### src/rtl/fifo_wr_arbiter_pkg.sv
// rtl/fifo_wr_arbiter_pkg.sv - shared defaults and state encoding for the FIFO write arbiter
package fifo_wr_arbiter_pkg;

    localparam int DEFAULT_NUM_REQ   = 4;
    localparam int DEFAULT_MAX_BURST = 4;

    typedef enum logic {
        FIFO_WR_ARB_IDLE  = 1'b0,
        FIFO_WR_ARB_GRANT = 1'b1
    } arb_state_e;

endpackage

### src/rtl/fifo_wr_arbiter_rr.sv
// rtl/fifo_wr_arbiter_rr.sv - combinational round-robin picker, reusable on the read side
module rr_arbiter #(
    parameter int NUM_REQ = 4,
    parameter int IDX_W   = (NUM_REQ > 1) ? $clog2(NUM_REQ) : 1
) (
    input  logic [NUM_REQ-1:0] req_i,
    input  logic [IDX_W-1:0]   last_winner_i,
    output logic [NUM_REQ-1:0] gnt_o,
    output logic [IDX_W-1:0]   idx_o,
    output logic               any_o
);

    logic [IDX_W-1:0] cand;

    always_comb begin
        gnt_o = '0;
        idx_o = '0;
        any_o = 1'b0;
        cand  = '0;
        // Start one past the last winner so it ends up with the lowest priority.
        for (int i = 1; i <= NUM_REQ; i++) begin
            cand = IDX_W'((int'(last_winner_i) + i) % NUM_REQ);
            if (!any_o && req_i[cand]) begin
                any_o       = 1'b1;
                gnt_o[cand] = 1'b1;
                idx_o       = cand;
            end
        end
    end

endmodule

### src/rtl/fifo_wr_arbiter.sv
// rtl/fifo_wr_arbiter.sv - round-robin burst arbiter sharing one sync FIFO write port
module fifo_wr_arbiter
    import fifo_wr_arbiter_pkg::*;
#(
    parameter int NUM_REQ    = DEFAULT_NUM_REQ,
    parameter int DATA_WIDTH = 8,
    parameter int MAX_BURST  = DEFAULT_MAX_BURST
) (
    input  logic                          clk,
    input  logic                          reset_n,
    input  logic [NUM_REQ-1:0]            i_req_valid,
    input  logic [NUM_REQ*DATA_WIDTH-1:0] i_req_data,
    input  logic [NUM_REQ-1:0]            i_req_last,
    output logic [NUM_REQ-1:0]            o_req_ready,
    output logic                          o_valid_s,
    output logic [DATA_WIDTH-1:0]         o_data_s,
    input  logic                          i_ready_s,
    input  logic                          i_almostfull,
    output logic [NUM_REQ-1:0]            o_grant,
    output logic                          o_busy
);

    localparam int IDX_W = (NUM_REQ > 1) ? $clog2(NUM_REQ) : 1;
    localparam int CNT_W = $clog2(MAX_BURST + 1);

    arb_state_e                state_q, state_d;
    logic [NUM_REQ-1:0]        grant_q, grant_d;
    logic [IDX_W-1:0]          winner_q, winner_d;
    logic [CNT_W-1:0]          beat_cnt_q, beat_cnt_d;
    logic [DATA_WIDTH-1:0]     data_q, data_d;
    logic [DATA_WIDTH-1:0]     req_data [NUM_REQ];
    logic [NUM_REQ-1:0]        arb_gnt;
    logic [IDX_W-1:0]          arb_idx;
    logic                      arb_any;
    logic                      beat;

    always_comb begin
        for (int k = 0; k < NUM_REQ; k++) begin
            req_data[k] = i_req_data[k*DATA_WIDTH +: DATA_WIDTH];
        end
    end

    rr_arbiter #(
        .NUM_REQ (NUM_REQ),
        .IDX_W   (IDX_W)
    ) u_rr (
        .req_i         (i_req_valid),
        .last_winner_i (winner_q),
        .gnt_o         (arb_gnt),
        .idx_o         (arb_idx),
        .any_o         (arb_any)
    );

    always_ff @(posedge clk or negedge reset_n) begin
        if (!reset_n) begin
            state_q    <= FIFO_WR_ARB_IDLE;
            grant_q    <= '0;
            winner_q   <= IDX_W'(NUM_REQ - 1);
            beat_cnt_q <= '0;
            data_q     <= '0;
        end else begin
            state_q    <= state_d;
            grant_q    <= grant_d;
            winner_q   <= winner_d;
            beat_cnt_q <= beat_cnt_d;
            data_q     <= data_d;
        end
    end

    // While granted, winner_q is the granted index.
    always_comb begin
        state_d     = state_q;
        grant_d     = grant_q;
        winner_d    = winner_q;
        beat_cnt_d  = beat_cnt_q;
        data_d      = data_q;
        o_valid_s   = 1'b0;
        o_data_s    = data_q;
        o_req_ready = '0;
        beat        = 1'b0;
        case (state_q)
            FIFO_WR_ARB_IDLE: begin
                if (!i_almostfull && arb_any) begin
                    grant_d    = arb_gnt;
                    winner_d   = arb_idx;
                    beat_cnt_d = '0;
                    state_d    = FIFO_WR_ARB_GRANT;
                end
            end
            FIFO_WR_ARB_GRANT: begin
                o_valid_s             = i_req_valid[winner_q];
                o_data_s              = req_data[winner_q];
                o_req_ready[winner_q] = i_ready_s;
                data_d                = req_data[winner_q];
                beat                  = i_req_valid[winner_q] & i_ready_s;
                if (beat) begin
                    beat_cnt_d = beat_cnt_q + CNT_W'(1);
                end
                if (!i_req_valid[winner_q] ||
                    (beat && (i_req_last[winner_q] || beat_cnt_q == CNT_W'(MAX_BURST - 1)))) begin
                    state_d = FIFO_WR_ARB_IDLE;
                    grant_d = '0;
                end
            end
            default: state_d = FIFO_WR_ARB_IDLE;
        endcase
    end

    assign o_grant = grant_q;
    assign o_busy  = (state_q == FIFO_WR_ARB_GRANT);

endmodule

### config.mk
export PLATFORM = sky130hd
export DESIGN_NAME = fifo_wr_arbiter
export DESIGN_NICKNAME = d
export VERILOG_FILES = /design/src/rtl/fifo_wr_arbiter_pkg.sv /design/src/rtl/fifo_wr_arbiter_rr.sv /design/src/rtl/fifo_wr_arbiter.sv
export SDC_FILE = /design/constraint.sdc
export NUM_CORES = 1
export LEC_CHECK = 0
export BUFFER_PORTS_ARGS = -buffer_cell sky130_fd_sc_hd__buf_2
export CAP_MARGIN = 10
export CORE_MARGIN = 1.5
export CORE_UTILIZATION = 40
export CTS_CLUSTER_SIZE = 40
export DETAILED_ROUTE_END_ITERATION = 8
export PLACE_DENSITY = 0.69
export SYNTH_ARGS = -nofsm -noshare
export SYNTH_HDL_FRONTEND = slang
export SYNTH_SLANG_ARGS = --single-unit
### constraint.sdc
create_clock -name clk -period 4.1 [get_ports clk]
set_clock_uncertainty 0.2 [all_clocks]
set_input_delay 0.82 -clock clk [delete_from_list [all_inputs] [get_ports clk]]
set_output_delay 0.82 -clock clk [all_outputs]
set_load 0.03 [all_outputs]
Word level (Yosys, flattened, before mapping)

Index checks and enable logic that the tools add are counted.

Word-level logic and storage cells: 101
Register bits after elaboration: 18
Memory bits (writable): 0
Bits of input ports: 44
Output and inout port bits: 18
Bits in read-only memories: 0
Memories kept: 0
Latch bits: 0

Muxes and demuxes: 49
Eq/ne operators: 4
Bitwise gates (word level): 7
Multipliers: 0
$lt $le $gt $ge: 11
Add/subtract/negate cells: 5
Shift-type cells: 0
Reductions and logical operators: 20
Div/mod/pow operators: 0

Operator list:

| kind                                                                  | count |
|---|---|
| 4-bit two-way mux                                                     | 7 |
| 8-bit two-way mux                                                     | 3 |
| 1-bit two-way mux                                                     | 18 |
| 8-bit binary-select mux with 2-bit select                             | 1 |
| 2-bit by 3-bit < comparator with 1-bit output, second input constant  | 5 |
| 1-bit binary-select mux with 2-bit select                             | 6 |
| 4-bit bitwise OR                                                      | 3 |
| 1-bit demux with 2-bit select                                         | 5 |
| 2-bit by 1-bit >= comparator with 1-bit output, second input constant | 5 |
| 1-bit logical AND                                                     | 10 |
| 2-bit two-way mux                                                     | 4 |
| 4-bit one-hot mux with 2 select lines                                 | 1 |
| 3-bit two-way mux                                                     | 2 |
| 3-bit one-hot mux with 2 select lines                                 | 1 |
| 2-bit AND reduction                                                   | 3 |
| 1-bit zero test                                                       | 5 |
| 2-bit by 1-bit adder with 2-bit output, second input constant         | 2 |
| 2-bit adder, second input constant                                    | 2 |
| 4-bit bitwise AND                                                     | 1 |
| 2-bit by 1-bit != test with 1-bit output, second input constant       | 2 |
| 3-bit by 1-bit adder with 3-bit output, second input constant         | 1 |
| 3-bit by 2-bit == test with 1-bit output, second input constant       | 1 |
| 3-bit >= comparator, second input constant                            | 1 |
| 2-bit inverter with 3-bit output                                      | 1 |
| 5 further kinds                                                       | 6 |

Longest topological paths before layout

Depth after elaboration: 16
Gate-level depth with buffers: 9
Mapped depth without buffers: 6

Modules after synthesis

Synthesis repeated with hierarchy kept, for this count alone.

Cell total of the unflattened synthesis: 154
Area, all modules: 1651.6 um2

Modules (own cells, without submodules):

| module          | area an instance (um2) | cells each | sequential area each (um2) | instances |
|---|---|---|---|---|
| fifo_wr_arbiter | 1126.1                 | 86         | 452.9                      | 1 |
| rr_arbiter      | 525.5                  | 68         | 0.0                        | 1 |

Worst setup path after synthesis

No wires, ideal clock.

Kind: reg2reg
Start point: register winner_q[0]
End point: register grant_q[0] (netlist: o_grant[0])
Path slack: 1180 ps
Buffers on the path: 3
Clock period less this slack: 2920 ps
Data required time: 3818 ps
Cell stages (with the launch flop): 10
Library setup time: 82 ps
Arrival time: 2638 ps
Path through: dfstp_2 > buf_6 > buf_2 > inv_1 > ha_1 > mux4_2 > o41ai_4 > buf_6 > a21oi_1 > a22oi_2

Word-level cells in the longest chain between the ends: 16
Elaborated cells between the ends (all ways): 64
Those cells by class: add/sub: 4; order compare: 8; eq/ne: 2; mux: 30; bitwise: 4; reduce/logical: 16

RTL lines:

| element                                                                                | RTL line              | text |
|---|---|---|
| start: declaration                                                                     | fifo_wr_arbiter.sv:28 | `logic [IDX_W-1:0] winner_q, winner_d;` |
| start signal: assignment                                                               | fifo_wr_arbiter.sv:58 | `winner_q <= IDX_W'(NUM_REQ - 1);` |
| start signal: assignment                                                               | fifo_wr_arbiter.sv:64 | `winner_q <= winner_d;` |
| branches (longest 16 deep; another with 2-bit by 3-bit < comparator with 1-bit output) | --                    |  |
| end signal: assignment                                                                 | fifo_wr_arbiter.sv:63 | `grant_q <= grant_d;` |
| end: declaration                                                                       | fifo_wr_arbiter.sv:27 | `logic [NUM_REQ-1:0] grant_q, grant_d;` |

Parallel ways; which one is timed is not known. The select of a mux whose other input is x is not followed.
A chain may end at the register's enable or synchronous reset.

Worst setup path after layout

Start point: register winner_q[1]
End point: register beat_cnt_q[1]

Word-level cells in the longest chain between the ends: 16
Elaborated cells between the ends (all ways): 29
Those cells by class: add/sub: 4; eq/ne: 2; mux: 14; bitwise: 1; reduce/logical: 8

RTL lines:

| element                                   | RTL line                 | text |
|---|---|---|
| 2-bit by 1-bit adder with 2-bit output    | fifo_wr_arbiter_rr.sv:22 | `cand = IDX_W'((int'(last_winner_i) + i) % NUM_REQ);` |
| 1-bit binary-select mux with 2-bit select | fifo_wr_arbiter_rr.sv:23 | `if (!any_o && req_i[cand]) begin` |
| 1-bit two-way mux (not written as such)   | fifo_wr_arbiter_rr.sv:23 |  |
| 1-bit two-way mux                         | fifo_wr_arbiter_rr.sv:23 |  |
| 1-bit zero test                           | fifo_wr_arbiter_rr.sv:23 |  |
| 1-bit logical AND                         | fifo_wr_arbiter_rr.sv:23 |  |
| 1-bit two-way mux                         | fifo_wr_arbiter_rr.sv:23 |  |
| 1-bit zero test                           | fifo_wr_arbiter_rr.sv:23 |  |
| 1-bit logical AND                         | fifo_wr_arbiter_rr.sv:23 |  |
| 1-bit two-way mux                         | fifo_wr_arbiter_rr.sv:23 |  |
| 1-bit zero test                           | fifo_wr_arbiter_rr.sv:23 |  |
| 1-bit logical AND                         | fifo_wr_arbiter_rr.sv:23 |  |
| 1-bit two-way mux                         | fifo_wr_arbiter_rr.sv:23 |  |
| 1-bit logical AND                         | fifo_wr_arbiter.sv:83    | `if (!i_almostfull && arb_any) begin` |
| 2-bit != test (no line)                   | --                       |  |
| 2-bit AND reduction (no line) (*)         | --                       |  |
| end signal: assignment                    | fifo_wr_arbiter.sv:65    | `beat_cnt_q <= beat_cnt_d;` |
| end: declaration                          | fifo_wr_arbiter.sv:29    | `logic [CNT_W-1:0] beat_cnt_q, beat_cnt_d;` |

Every way passes the cells marked *; elsewhere a longest branch is shown, timed or not. The select of a mux whose other input is x is not followed.

==> results summary <==
The flow ran to the end, and the final reports show no timing, DRC or antenna violations. The number of distinct standard cells referenced by the synthesized netlist is 34. The sum of negative setup slack came out at 0 ps.

STA classifies the critical path startpoint as a flip-flop. The final antenna-violating net count is 0. Setup repair after global routing left no endpoint under its margin.

The startpoint identified for the worst register-to-register timing path is winner_q[1]. The total wire length after detailed routing is 3.34 mm. Max-cap violations in this run came to 0.

The synthesized instance count came out at 124. The mux contribution to synthesized area came out at 0.286. The via count of the first global-routing pass is 1333. The final cycle utilization of the critical path came out at 0.799. The worst register-to-register path has a depth of 6. The tree is rooted in a sky130_fd_sc_hd__clkbuf_8. The worst setup path category is flip-flop to flip-flop. The buffers inserted during post-CTS setup optimization came out at 0.

The total power divided by cell area is 849 nW/um^2. The die area is 4040 um^2. Of the total synthesized cell area, the portion taken by AND, OR, NAND and NOR gates is 0.0911. The area of the placeable core is 3440 um^2. Ranked by total cell area, the synthesized netlist is headed by sky130_fd_sc_hd__dfrtp_1 (27%), sky130_fd_sc_hd__mux4_2 (17%), sky130_fd_sc_hd__ha_1 (8.5%).

The global placer's final weighted congestion is 0.791. The largest net degree at the start of global routing came out at 20. The highest clock frequency the design can meet is 0.305 GHz. The slew at the pin with the worst max-slew slack came out at 725 ps. The worst register-to-register path has a setup slack of 820 ps. The type of the most critical hold path is flip-flop to flip-flop. Measured against its own limit, the worst slew margin works out to 0.515. Leaving out fill and tap cells, the most frequent cell in the layout is sky130_fd_sc_hd__buf_2. The placed instance count is 224. The average size of a mapped cell came out at 11.8 um^2.

Buffers placed on the I/O ports in this run total 61. The clock sink count came out at 18. Of the post-synthesis cell area, the dominant cell type holds 0.273. The count of endpoints failing hold in the final timing report is 0. The number of hold buffers added after cts is 0.

The synthesis-to-layout area growth came out at 25.8%. The xor-xnor portion of the synthesized cell area came out at 0.00596. The half-perimeter wire length after detailed placement came out at 2.70 mm.

After synthesis the netlist holds a flip-flop and latch count of 18. The data required time at the worst endpoint is 4070 ps. The number of antenna diodes in the final layout is 0. The largest buffer count on any clock path is 2.

After layout, the design draws a total of 1.57 mW. The post-synthesis cell area came out at 1470 um^2. The number of vias per cell after detailed routing came out at 5.45.

The height of the chip is 63.6 um. The area fraction in compound gates after synthesis is 0.166. The destination of the critical timing path is beat_cnt_q[1]. The ratio of cells with drive above 1 in the final layout came out at 0.516. The sequential cell area fraction in the yosys report is 0.308.

The number of resized instances in the post-cts repair step is 0. The number of max-slew violations in the final report is 0. IR analysis of the VDD net gives a maximum drop of 427 uV. In the synthesized netlist the dominant register cell turns out to be sky130_fd_sc_hd__dfrtp_1.

The first TritonRoute pass finished after 4 iterations. After the flow finishes, the layout carries non-filler instances totaling 228. The clock tree from TritonCTS is done. For this run, the total global-route usage over all layers was measured as 0.176.

The initial antenna violation count came out at 0. The post-synth net total is 178. The number of nets in the finished design is 237. The number of remaining DRC errors came out at 0. Row generation in the floorplan step produced 21 rows. The terminus of the critical flop-to-flop path is beat_cnt_q[1]. The number of I/O pins is 62. In the layout the commonest cells are sky130_fd_sc_hd__buf_2 (61), sky130_fd_sc_hd__dfrtp_1 (16), sky130_fd_sc_hd__mux4_2 (11), sky130_fd_sc_hd__inv_1 (10), sky130_fd_sc_hd__ha_1 (10). Of all nets on the critical path, the largest fanout is 17. For this configuration, the core starts out at a cell density of 0.427. The count of vias placed by the detailed router came out at 1243. Global routing finished with a remaining overflow of 0. By area, the combinational part of the netlist is dominated by multiplexers. Of all cell types, the one taking the most synthesized area is sky130_fd_sc_hd__dfrtp_1. The initial detailed-routing violation count is 93.

The total clock buffers created by CTS is 3. The total of endpoints with negative setup slack in the final report is 0. The analysis attributes to cell leakage a power of 0.879 nW. The number of warning messages in the yosys log is 0.

The most critical setup path has its startpoint at winner_q[1]. The worst setup path is captured at a flip-flop. The wire length of the first global-routing pass is 5.73 mm.

The synthesized design contains 0 enable-type register cells. At the later pin of the worst-skew pair, clock insertion delay measures 250 ps. The data arrival time at the worst-slack endpoint came out at 3250 ps. The average wire length per cell after detail routing came out at 14.7 um. The width of the chip is 63.6 um. The adder-cell share of the synthesized area is 0.0852. The number of filler cells placed in the layout is 310. The minimum period implied by the final worst setup slack came out at 3280 ps. The clock transition at the register clock pins on the worst setup and hold paths after CTS is 80 ps.

In this run the number of H-tree levels came out at 1. The share of async-settable or async-resettable flops after synthesis is 1.00.
==> per-stage QoR <==
step / util / worst slack [ps] / instance area [um^2] / hold WS, ps
3_5_place_dp: 0.521 / 863 / 1790 / 275
3_3_place_gp: 0.521 / 994 / 1790 / 276
4_1_cts: 0.537 / 825 / 1850 / 286
2_1_floorplan: - / 1180 / 1470 / 252
5_1_grt: 0.537 / 662 / 1850 / 322
6_report: 0.537 / 824 / 1850 / 284
==> cells in the mapped netlist, types with 2 or more instances <==
library cell                n
sky130_fd_sc_hd__nand2_1    4
sky130_fd_sc_hd__a22oi_2    4
sky130_fd_sc_hd__ha_1      10
sky130_fd_sc_hd__mux4_1     2
sky130_fd_sc_hd__buf_6      2
sky130_fd_sc_hd__a22o_1     4
sky130_fd_sc_hd__clkbuf_1   4
sky130_fd_sc_hd__mux4_2    11
sky130_fd_sc_hd__nand3b_1   4
sky130_fd_sc_hd__dfrtp_1   16
sky130_fd_sc_hd__o21ai_0    7
sky130_fd_sc_hd__inv_1     10
sky130_fd_sc_hd__nand3_1    2
sky130_fd_sc_hd__a21oi_1    9
sky130_fd_sc_hd__dfstp_2    2
sky130_fd_sc_hd__nor2_1     2
sky130_fd_sc_hd__mux2_2     8
sky130_fd_sc_hd__a221o_1    2
sky130_fd_sc_hd__mux2i_1    3
sky130_fd_sc_hd__and3_1     4
==> cell families (layout without fill, tap and decap cells) <==
group / after synthesis / in the layout
simple gates: 22 / 22
buf+inv: 18 / 76
flops: 18 / 18
mux: 24 / 24
xor+xnor: 1 / 1
compound gates: 31 / 31
fa+ha+maj: 10 / 10
==> state kept, by name, summed over array words and instances, names as in the netlist <==
| signal | count |
|---|---|
| data_q | 8 |
| o_grant | 4 |
| beat_cnt_q | 3 |
| winner_q | 2 |
| o_busy | 1 |
==> power by group <==
part	switching, mW	internal, mW
Clock	0.0630	0.0853
Sequential	0.0900	0.274
Combinational	0.607	0.451
==> critical path: stages (launching register included) <==
cell	delay [ps]
sky130_fd_sc_hd__dfstp_2	750
sky130_fd_sc_hd__inv_1	190
sky130_fd_sc_hd__ha_1	410
sky130_fd_sc_hd__mux4_2	480
sky130_fd_sc_hd__o41ai_4	710
sky130_fd_sc_hd__nand2_1	230
sky130_fd_sc_hd__mux2i_1	220
==> layout make-up <==
cell class | instances | area (um^2) | area share
clock buffers | 4 | 55.1 | 0.0298
inverters | 10 | 37.5 | 0.0203
multi-input cells | 88 | 932 | 0.504
flip-flops and latches | 18 | 453 | 0.245
well taps | 46 | 57.6 | 0.0311
repair buffers | 62 | 313 | 0.169
==> metal layers <==
metal	part of all wire	vias up	track usage
li1	-	591	-
met1	0.44	608	0.219
met2	0.50	40	0.316
met3	0.045	4	0.0214
met4	0.011	0	0.0571
met5	0	-	0
==> worst min-delay path by stage <==
stage / from / end / slack, ps / depth (start not counted)
after floorplan: beat_cnt_q[0] / beat_cnt_q[0] / 250 / 1
after global placement: data_q[6] / data_q[6] / 280 / 1
after detailed placement: beat_cnt_q[0] / beat_cnt_q[0] / 270 / 1
after CTS: beat_cnt_q[0] / beat_cnt_q[0] / 290 / 1
after global routing: reset_n / data_q[2] / 320 / 1
final: beat_cnt_q[0] / beat_cnt_q[0] / 280 / 1
(Power assumes the default switching activity.)
